## src/rtl/jk_drv_pkg.sv

```systemverilog
// Shared types and constants for the JK excitation driver and its encoder.
package jk_drv_pkg;

  typedef enum logic [1:0] {
    S_IDLE  = 2'd0,
    S_DRIVE = 2'd1,
    S_CHECK = 2'd2
  } state_t;

  localparam int EXC_SR  = 0;
  localparam int EXC_MIN = 1;

endpackage

```

## src/rtl/jk_excitation_enc.sv

```systemverilog
// Combinational JK excitation: derives per-bit J/K that move q to t on the next edge.
module jk_excitation_enc
  import jk_drv_pkg::*;
#(
  parameter int WIDTH = 4
) (
  input  logic [WIDTH-1:0] t,
  input  logic [WIDTH-1:0] q,
  input  logic             mode,
  output logic [WIDTH-1:0] j,
  output logic [WIDTH-1:0] k
);

  // Neither form ever asserts J and K together, so no bit is ever toggled.
  always_comb begin
    j = t;
    k = ~t;
    if (mode == 1'(EXC_MIN)) begin
      j = t & ~q;
      k = ~t & q;
    end
  end

endmodule

```

## src/rtl/jk_excitation_driver.sv

```systemverilog
// Drives a bank of JK flops to a requested target word, then checks the readback.
module jk_excitation_driver
  import jk_drv_pkg::*;
#(
  parameter int WIDTH    = 4,
  parameter int EXC_MODE = 0,
  parameter int ERR_W    = 8
) (
  input  logic             clk,
  input  logic             rst,
  input  logic             tgt_valid,
  input  logic [WIDTH-1:0] tgt_data,
  output logic             tgt_ready,
  output logic [WIDTH-1:0] j,
  output logic [WIDTH-1:0] k,
  input  logic [WIDTH-1:0] q,
  output logic             done,
  output logic             match,
  output logic [ERR_W-1:0] err_cnt,
  input  logic             err_clr
);

  localparam logic MODE_BIT = (EXC_MODE == EXC_MIN);

  state_t           state;
  state_t           state_nxt;
  logic [WIDTH-1:0] tgt_r;
  logic [WIDTH-1:0] j_enc;
  logic [WIDTH-1:0] k_enc;
  logic             accept;
  logic             in_check;
  logic             is_match;

  assign tgt_ready = (state == S_IDLE);
  assign accept    = tgt_valid & tgt_ready;
  assign in_check  = (state == S_CHECK);
  assign is_match  = (q == tgt_r);

  // Excitation is formed from the incoming word and q as seen at the accept edge.
  jk_excitation_enc #(
    .WIDTH(WIDTH)
  ) u_enc (
    .t   (tgt_data),
    .q   (q),
    .mode(MODE_BIT),
    .j   (j_enc),
    .k   (k_enc)
  );

  always_comb begin
    state_nxt = state;
    case (state)
      S_IDLE:  if (accept) state_nxt = S_DRIVE;
      S_DRIVE: state_nxt = S_CHECK;
      S_CHECK: state_nxt = S_IDLE;
      default: state_nxt = S_IDLE;
    endcase
  end

  // j/k are loaded only on accept, so they are live for the DRIVE cycle alone.
  always_ff @(posedge clk) begin
    if (rst) begin
      state   <= S_IDLE;
      tgt_r   <= '0;
      j       <= '0;
      k       <= '0;
      done    <= 1'b0;
      match   <= 1'b0;
      err_cnt <= '0;
    end else begin
      state <= state_nxt;
      done  <= in_check;
      j     <= accept ? j_enc : '0;
      k     <= accept ? k_enc : '0;
      if (accept) tgt_r <= tgt_data;
      if (in_check) match <= is_match;
      if (err_clr) begin
        err_cnt <= '0;
      end else if (in_check && !is_match && (err_cnt != {ERR_W{1'b1}})) begin
        err_cnt <= err_cnt + ERR_W'(1);
      end
    end
  end

endmodule

```

## config.mk

```make
export PLATFORM = sky130hd
export DESIGN_NAME = jk_excitation_driver
export DESIGN_NICKNAME = d
export VERILOG_FILES = /design/src/rtl/jk_drv_pkg.sv /design/src/rtl/jk_excitation_enc.sv /design/src/rtl/jk_excitation_driver.sv
export SDC_FILE = /design/constraint.sdc
export NUM_CORES = 1
export LEC_CHECK = 0
export BUFFER_PORTS_ARGS = -buffer_cell sky130_fd_sc_hd__buf_2
export CAP_MARGIN = 10
export CORE_MARGIN = 3
export CORE_UTILIZATION = 43
export CTS_BUF_LIST = sky130_fd_sc_hd__clkbuf_16
export DETAILED_ROUTE_END_ITERATION = 16
export PLACE_DENSITY = 0.77
export SYNTH_ARGS = -nofsm -noshare
export SYNTH_HDL_FRONTEND = slang
export SYNTH_SLANG_ARGS = --single-unit
```

## constraint.sdc

```tcl
create_clock -name clk -period 3.55 [get_ports clk]
set_clock_uncertainty 0.05 [all_clocks]
set_input_delay 0 -clock clk [delete_from_list [all_inputs] [get_ports clk]]
set_output_delay 0 -clock clk [all_outputs]
set_load 0.05 [all_outputs]
```

# After elaboration in Yosys (flattened, before gate mapping)
# Cells that the tools add are included.
[classes]
reduce_logical = 6
n_mux = 2
n_shift = 0
add_sub_neg = 1
order_cmp = 0
n_eq_ne = 5
div_mod_pow = 0
multipliers = 0
n_bitwise = 3
[op_table]
columns = ["cell", "count"]
rows = [
  ["8-bit by 1-bit adder with 8-bit output (second input constant)", 1],
  ["8-bit != test (second input constant)", 1],
  ["4-bit == test", 1],
  ["4-bit inverter", 1],
  ["2-bit one-hot mux with 2 select lines", 1],
  ["2-bit OR reduction", 2],
  ["2-bit by 1-bit == test with 1-bit output (second input constant)", 1],
  ["2-bit == test (second input constant)", 1],
  ["1-bit logical AND", 2],
  ["2-bit zero test", 1],
  ["2-bit 2-to-1 mux", 1],
  ["2-bit by 1-bit != test with 1-bit output (second input constant)", 1],
  ["1-bit bitwise AND", 1],
  ["1-bit zero test", 1],
  ["1-bit inverter", 1],
]
[totals]
latchBits = 0
output_inout_bits = 19
rom_bits = 0
elab_cells = 24
inputBits = 12
mem_bits_rw = 0
regBits = 24
n_memories = 0

# Logic depth before layout (Yosys ltp)
# Gate-level depths: netlist of the first run.
[logic_depth]
word_depth = 4
depth_mapped = 6
depth_no_buf = 5

# By module
# Synthesis of the first run repeated with hierarchy kept, for this count alone.
[hier_totals]
hier_cells = 112
area_unflattened_um2 = 1091.0
[modules_own_cells]
columns = ["mod", "n_inst", "area_each_um2", "seq_area_each_um2", "cells_each"]
rows = [
  ["jk_excitation_driver", 1, 1026.0, 480.5, 100],
  ["jk_excitation_enc", 1, 65.1, 0.0, 12],
]

# Worst setup path before layout of the first run
# OpenSTA, ideal clock, no wires.
[synth_timing]
kind = "reg-to-reg"
startpoint = "reg state[1]"
endpoint = "reg j[0]"
stages_incl_launch_ff = 7
slack_ps = 1757
period_less_slack_ps = 1793
arrival_ps = 1684
setup_time_ps = 59
path_buffers = 1
t_required_ps = 3441
cell_sequence = "dfxtp_1 > nor2_1 > and2_1 > buf_2 > nand2b_1 > inv_1 > and2_1"
[synth_via]
elab_chain_len = 4
[synth_rtl]
columns = ["element", "line", "source"]
rows = [
  ["start, declared", "jk_excitation_driver.sv:25", "state_t state;"],
  ["start signal, assigned", "jk_excitation_driver.sv:71", "state <= state_nxt;"],
  ["2-bit zero test", "jk_excitation_driver.sv:34", "assign tgt_ready = (state == S_IDLE);"],
  ["named net tgt_ready", "jk_excitation_driver.sv:13", "output logic tgt_ready,"],
  ["1-bit bitwise AND", "jk_excitation_driver.sv:35", "assign accept = tgt_valid & tgt_ready;"],
  ["1-bit inverter (no line)", "n/a", ""],
  ["2-bit OR reduction (no line)", "n/a", ""],
  ["end signal, assigned", "jk_excitation_driver.sv:73", "j <= accept ? j_enc : '0;"],
  ["end, declared", "jk_excitation_driver.sv:14", "output logic [WIDTH-1:0] j,"],
]
# The timed path passes the listed nets, and every way through them passes these cells.
# A chain may end at the register's enable or synchronous reset.

# Worst setup path after layout of the first run
[layout_timing]
startpoint = "reg err_cnt[0]"
endpoint = "reg err_cnt[3]"
[layout_via]
elab_chain_len = 2
elab_cells_between_ends = 3
classes_between = "1 x add/sub; 1 x eq/ne; 1 x reduce/logical"
[layout_rtl]
columns = ["element", "line", "source"]
rows = [
  ["start, declared", "jk_excitation_driver.sv:19", "output logic [ERR_W-1:0] err_cnt,"],
  ["start signal, assigned", "jk_excitation_driver.sv:80", "err_cnt <= err_cnt + ERR_W'(1);"],
  ["parallel branches: the longest is 2 deep, another holds 8-bit by 1-bit adder with 8-bit output", "n/a", ""],
]
# Parallel ways; which one is timed is not known.

==> run summary, run 1 <==
Post-Syn Nets: 113
R2r startpoint: err_cnt[0]$_SDFFE_PP0P_
HP Start: err_clr
CTS sink count: 24
Clock network fraction of total power: 47.5%
Die W: 53.31 um
Final WL: 2210 um
Busiest grt layer: met2
Hold WS: 5.339 ps
Clk_lat worst skew: 250 ps
RSZ-0062 raised after global routing: false
PortBufs: 30
NetSw: 0.1394 mW
CP startpoint kind: flop
Vias in the first global route: 812
Via density: 5.377
Final setup vio count: 0
IO Pins: 31
Area Overhead vs Synth: 33.42%
Top cells by area, synth: dfxtp_1 (50%), nor2_1 (5.5%), mux2i_1 (4.2%)
Static Leak: 0.6044 nW
Number of synthesized flops with an enable pin: 0
Origin of the worst setup path: err_cnt[0]$_SDFFE_PP0P_
Clock Root Buffer: clkbuf_16
DRT iter0 DRCs: 23
Max-slew headroom: 60.67%
Register-to-Register Path Depth: 4
Routed len/inst: 13.64 um
Largest area contributor in the synthesized netlist: dfxtp_1
Outcome: complete, no violations
CTS tree: yes
Global routing usage on met2: 28.16%
Main synth FF type: dfxtp_1
Setup CP Type: flop to flop
GRT met3 Usage: 3.662%
Cells after synthesis: 100
Pins Over Slew Limit: 0
Yosys cell types: 34
Die H: 53.31 um
Initial Util: 47.12%
Clk slew on worst S/H paths: 60 ps
Internal power: 0.5246 mW
Die Area: 2841 um^2
GP Congestion: 0.8225
GRT Util Overall: 17.84%
Area fraction of the dominant cell type after synthesis: 49.93%
Met1 usage: 22.85%
Inserted Diodes: 0
Seq/Total Area, Yosys: 49.93%
Max VDD drop: 0.3170 mV
First-pass DRT Iterations: 4
Post-synth top cells: dfxtp_1 (24), nor2_1 (14), a21oi_1 (5), and2_1 (5), nand2_1 (5)
Hold depth: 4
Largest net degree at the start of global routing: 15
CTS Buffer Depth: 2
Num CTS Buffers: 3
Comb power frac: 10.0%
Worst hold path class: input port to flop
Final HPWL from detailed placement: 1549 um
Switching part of the total: 20.99%
Worst slew pin tran: 583.5 ps
Most numerous cell in the Yosys netlist: dfxtp_1
Core area: 2042 um^2
Fmax achieved: 616.5 MHz
Yosys warnings: 0
Total negative setup slack: 0 ps
Flop pwr share: 42.5%
Share of post-route cells with drive strength above 1: 29.63%
Final min period: 1622 ps
Synth Area per Inst: 9.622 um^2
Initial antenna violation count: 0
Power density cells: 517.2 nW/um^2
Post-CTS Setup Bufs: 0
First-pass GRT wire length: 3615 um
Max cap viols: 0
Ys async rst share: 0%
DRC: 0
DR vias: 871
# rows: 16
Final net count: 149
Synth Cell Area: 962.2 um^2
Critical Path AT: 1760 ps
Grt total ovfl: 0
Fin crit share: 45.69%
Register bit total from synthesis: 24
Critical path required time: 3680 ps
Max H-tree Level: 1
Final hold violations: 0
DRT antenna net count: 0
CP Max Fanout: 6
Worst Setup End Kind: flop
[cells in the final DEF, fill, tap and decap left out, types with 4 or more instances in the layout]
cell	count
buf_2	30
dfxtp_1	24
nor2_1	14
nand2_1	5
a21oi_1	5
and2_1	5
dlygate4sd3_1	5
xor2_1	4
mux2i_1	4
[per-stage QoR]
step           instance area (um^2)  instances  setup WS, ps  utilization (%)  total power, mW
2_1_floorplan                 962.2        100          1757                -           0.3328
3_3_place_gp                   1129        153          2016            55.27           0.3481
3_5_place_dp                   1129        153          1967            55.27           0.3506
4_1_cts                        1284        162          1951            62.87           0.6699
5_1_grt                        1284        162          1841            62.87           0.6895
6_report                       1284        162          1928            62.87           0.6640
[worst paths after layout]
| check | end | slack (ps) |
|---|---|---|
| min reg2reg | state[1]$_SDFFE_PP0P_ | 390 |
| max reg2reg | err_cnt[3]$_SDFFE_PP0P_ | 1930 |
| max | err_cnt[3]$_SDFFE_PP0P_ | 1930 |
| min | err_cnt[2]$_SDFFE_PP0P_ | 5 |
[cells by family after synthesis]
family,count (synthesis),synth area share [%]
flops,24,49.93
simple gates,45,26.01
compound gates,17,12.74
mux,4,4.161
xor+xnor,4,3.641
buf+inv,5,2.211
fa+ha+maj,1,1.300
[metal layers]
metal  vias up  share of wire (%)  wire [um]
met4         0                1.3         28
met5         -                  0          0
met2        31                 50       1101
met1       405                 42        931
li1        431                  -          -
met3         4                6.7        149
[worst max-delay path, cell delays in order, from the launching register on]
cell	delay, ps
dfxtp_1	350
ha_1	280
and4_4	230
or4_1	490
a21oi_1	150
[flip-flops by register name, summed over array words and instances, names as in the netlist]
name and count:
err_cnt 8, tgt_r 4, done 1, match 1, j 4, k 4
state 2
[what timing repair did]
action	CTS	global route
hold buffers	5	0
gates resized for setup	0	0
endpoints found under the hold margin	15	0
[power by group through the flow]
stage | registers (mW) | clock network, mW | logic, mW
final | 0.282 | 0.315 | 0.0664
after global routing | 0.283 | 0.334 | 0.0722
after CTS | 0.282 | 0.321 | 0.0672
after detailed placement | 0.288 | 0 | 0.0625
after global placement | 0.288 | 0 | 0.0605
after floorplan | 0.304 | 0 | 0.0285
[final cells by class]
type / instances / area [um^2]
clock buffer: 3 / 75.07
timing repair buffer: 35 / 200.2
inverter: 1 / 3.754
tap: 27 / 33.78
multi-input combinational: 71 / 460.4
sequential: 24 / 480.5
clock inverter: 1 / 30.03
fill: 177 / 758.2
Power figures use the tool's default switching activity.
==> run 2, diff against run 1 <==
--- a/config.mk
+++ b/config.mk
@@ -11,7 +11,7 @@
 export CORE_UTILIZATION = 43
 export CTS_BUF_LIST = sky130_fd_sc_hd__clkbuf_16
 export DETAILED_ROUTE_END_ITERATION = 16
-export PLACE_DENSITY = 0.77
+export PLACE_DENSITY = 0.8
 export SYNTH_ARGS = -nofsm -noshare
 export SYNTH_HDL_FRONTEND = slang
 export SYNTH_SLANG_ARGS = --single-unit
==> constraint.sdc (replaced) <==
create_clock -name clk -period 1.4 [get_ports clk]
set_clock_uncertainty 0.05 [all_clocks]
set_input_delay 0 -clock clk [delete_from_list [all_inputs] [get_ports clk]]
set_output_delay 0 -clock clk [all_outputs]
set_load 0.05 [all_outputs]
==> run 2 against run 1 <==
Compared with the run above: the run now ends with negative setup slack left; sequential power increased to 2.5 times the previous value; core utilization is 14 points higher; combinational power increased to 3.9 times the previous value; global-route usage is 5.3 points higher; critical endpoint is now err_cnt[4]$_SDFFE_PP0P_; worst hold slack improved by 15 ps; register-to-register slack lost 2100 ps; largest power group unchanged; via count increased by 18%; final cell count rose by 8.0%; critical path depth stayed put; clock power increased by 140%; first-iteration DRC count grew 91%.
==> run summary, run 2 (synthesis gave the netlist of run 1 again) <==
Outcome: finished, violations left
Failing checks: negative setup slack
Post-Place Cells: 160 (+4.6%)
CTS tree: yes
Initial antenna violation count: 0 (unchanged)
Vias in the first global route: 981 (+21%)
Final WL: 3408 um (+54%)
Share of post-route cells with drive strength above 1: 52.03% (+22 points)
DRC: 0 (unchanged)
PortBufs: 30 (unchanged)
Power density cells: 1096 nW/um^2 (+110%)
Initial Util: 47.12% (unchanged)
Pins Over Slew Limit: 0 (unchanged)
HP Start: err_clr
Final HPWL from detailed placement: 1713 um (+11%)
Clock Root Buffer: clkbuf_16
Grt total ovfl: 0 (unchanged)
Max H-tree Level: 1 (unchanged)
GP Congestion: 0.8110 (-1.4%)
Max VDD drop: 0.7632 mV (+140%)
Min-Delay Endpoint: err_cnt[2]$_SDFFE_PP0P_
Critical path required time: 1500 ps (-2180 ps)
Setup CP Type: flop to flop
Cell area after layout: 1568 um^2 (+22%)
Worst hold path class: input port to flop
R2r startpoint: tgt_r[0]$_SDFFE_PP0P_
Routed len/inst: 19.47 um (+43%)
DR vias: 1028 (+18%)
Area Overhead vs Synth: 62.94%
Largest register by flop count: err_cnt
Reg2reg setup slack: -190 ps (-2120 ps)
Commonest non-fill, non-tap cell in the layout: buf_2
GRT Util Overall: 23.10% (+5.3 points)
Num CTS Buffers: 3 (unchanged)
CP startpoint kind: flop
Die Area: 2841 um^2 (unchanged)
RSZ-0062 raised after global routing: true
CP Max Fanout: 5 (-1)
Critical Path AT: 1700 ps (-60 ps)
Final hold violations: 0 (unchanged)
Final worst setup slack: -195.0 ps (-2123 ps)
CTS sink count: 24 (unchanged)
Max-slew headroom: 77.72% (+17 points)
Final Util: 76.78% (+14 points)
Final net count: 162 (+8.7%)
Final setup vio count: 9 (+9)
RR Endpoint: err_cnt[4]$_SDFFE_PP0P_
Final min period: 1595 ps (-27.00 ps)
IO Pins: 31 (unchanged)
Clk_lat worst skew: 260 ps (about the same)
Final Non-Filler Cells: 175 (+8.0%)
Inserted Diodes: 0 (unchanged)
Via density: 5.874 (+9.3%)
Max cap viols: 0 (unchanged)
Largest net degree at the start of global routing: 15 (unchanged)
CTS Buffer Depth: 2 (unchanged)
Worst Setup End Kind: flop
Clk slew on worst S/H paths: 60 ps (about the same)
DRT iter0 DRCs: 44 (+91%)
Placed cell area: 1227 um^2 (+8.8%)
Flip-flop count of the largest register after layout: 8 (unchanged)
Fmax achieved: 627.0 MHz (+1.7%)
Most frequent cells in the layout: buf_2 (30), nor2_1 (13), dfxtp_1 (12)
First-pass DRT Iterations: 4 (unchanged)
DRT antenna net count: 0 (unchanged)
# rows: 16 (unchanged)
Fin crit share: 113.9% (+68 points)
Static Leak: 0.6890 nW (+14%)
Hold depth: 4 (unchanged)
Core area: 2042 um^2 (unchanged)
Register-to-Register Path Depth: 4 (unchanged)
Worst slew pin tran: 333.2 ps (-250.3 ps)
FILL cells: 129 (-27%)
Die W: 53.31 um (unchanged)
First-pass GRT wire length: 4657 um (+29%)
Die H: 53.31 um (unchanged)
## run 2: changes by cell type in the layout (fill, tap and decap cells not counted), moves of 2 or more
cell / delta
xor2_1: -4
dfxtp_4: +8
dfxtp_2: +4
buf_4: +10
buf_6: +2
dfxtp_1: -12
xor2_4: +4
## run 2: worst max path at each step
stage / start / end / slack (ps)
3_3_place_gp: tgt_r[2]$_SDFFE_PP0P_ / err_cnt[2]$_SDFFE_PP0P_ / -50
2_1_floorplan: err_cnt[4]$_SDFFE_PP0P_ / err_cnt[3]$_SDFFE_PP0P_ / -20
3_5_place_dp: tgt_r[0]$_SDFFE_PP0P_ / err_cnt[5]$_SDFFE_PP0P_ / -120
6_report: tgt_r[0]$_SDFFE_PP0P_ / err_cnt[4]$_SDFFE_PP0P_ / -190
5_1_grt: tgt_r[0]$_SDFFE_PP0P_ / err_cnt[6]$_SDFFE_PP0P_ / -230
4_1_cts: tgt_r[0]$_SDFFE_PP0P_ / err_cnt[5]$_SDFFE_PP0P_ / -120
## run 2: critical path, stage by stage, from the launching register on
cell and delay [ps]:
dfxtp_4 370, xor2_4 170, buf_4 150, o41a_1 510
a41o_1 240
## run 2: final cells by class
cell class | instances | area (um^2) | area share (%)
Multi-Input combinational cell | 72 | 616.8 | 39.35
Sequential cell | 24 | 515.5 | 32.88
Timing Repair Buffer | 47 | 297.8 | 18.99
Clock buffer | 4 | 100.1 | 6.385
Tap cell | 27 | 33.78 | 2.155
Inverter | 1 | 3.754 | 0.2394
## run 2: power breakdown
part           switching (mW)  internal, mW  leakage, nW  total, mW
sequential             0.0184         0.695        0.203      0.713
clock                   0.248         0.496       0.0493      0.744
combinational           0.156         0.104        0.436      0.260
total                   0.422          1.30        0.689       1.72
## run 2: through the flow
step           setup TNS [ps]  hold slack, ps  setup WS [ps]  total power, mW
2_1_floorplan          -15.02           22.38         -15.02           0.8404
3_3_place_gp           -248.6           133.9         -54.30           0.8866
3_5_place_dp           -635.8           140.7         -119.5           0.8941
4_1_cts                -781.9           18.22         -119.8            1.682
5_1_grt                 -1720           65.72         -228.5            1.764
6_report                -1318           20.14         -195.0            1.718
## run 2: timing repair
item                                   CTS  global route
hold buffers                             5             0
buffers inserted                         3             2
gates cloned                             1             0
endpoints found under the hold margin   14             0
resized for setup                       17            10
pin swaps                                8            13
setup endpoints to repair                9            21
## run 2: per-layer routing
metal	GRT usage (%)	vias to the layer above	wire length (um)
li1	-	453	-
met1	26.08	482	1308
met2	41.02	75	1684
met3	4.507	18	280
met4	10.64	0	135
met5	0	-	0
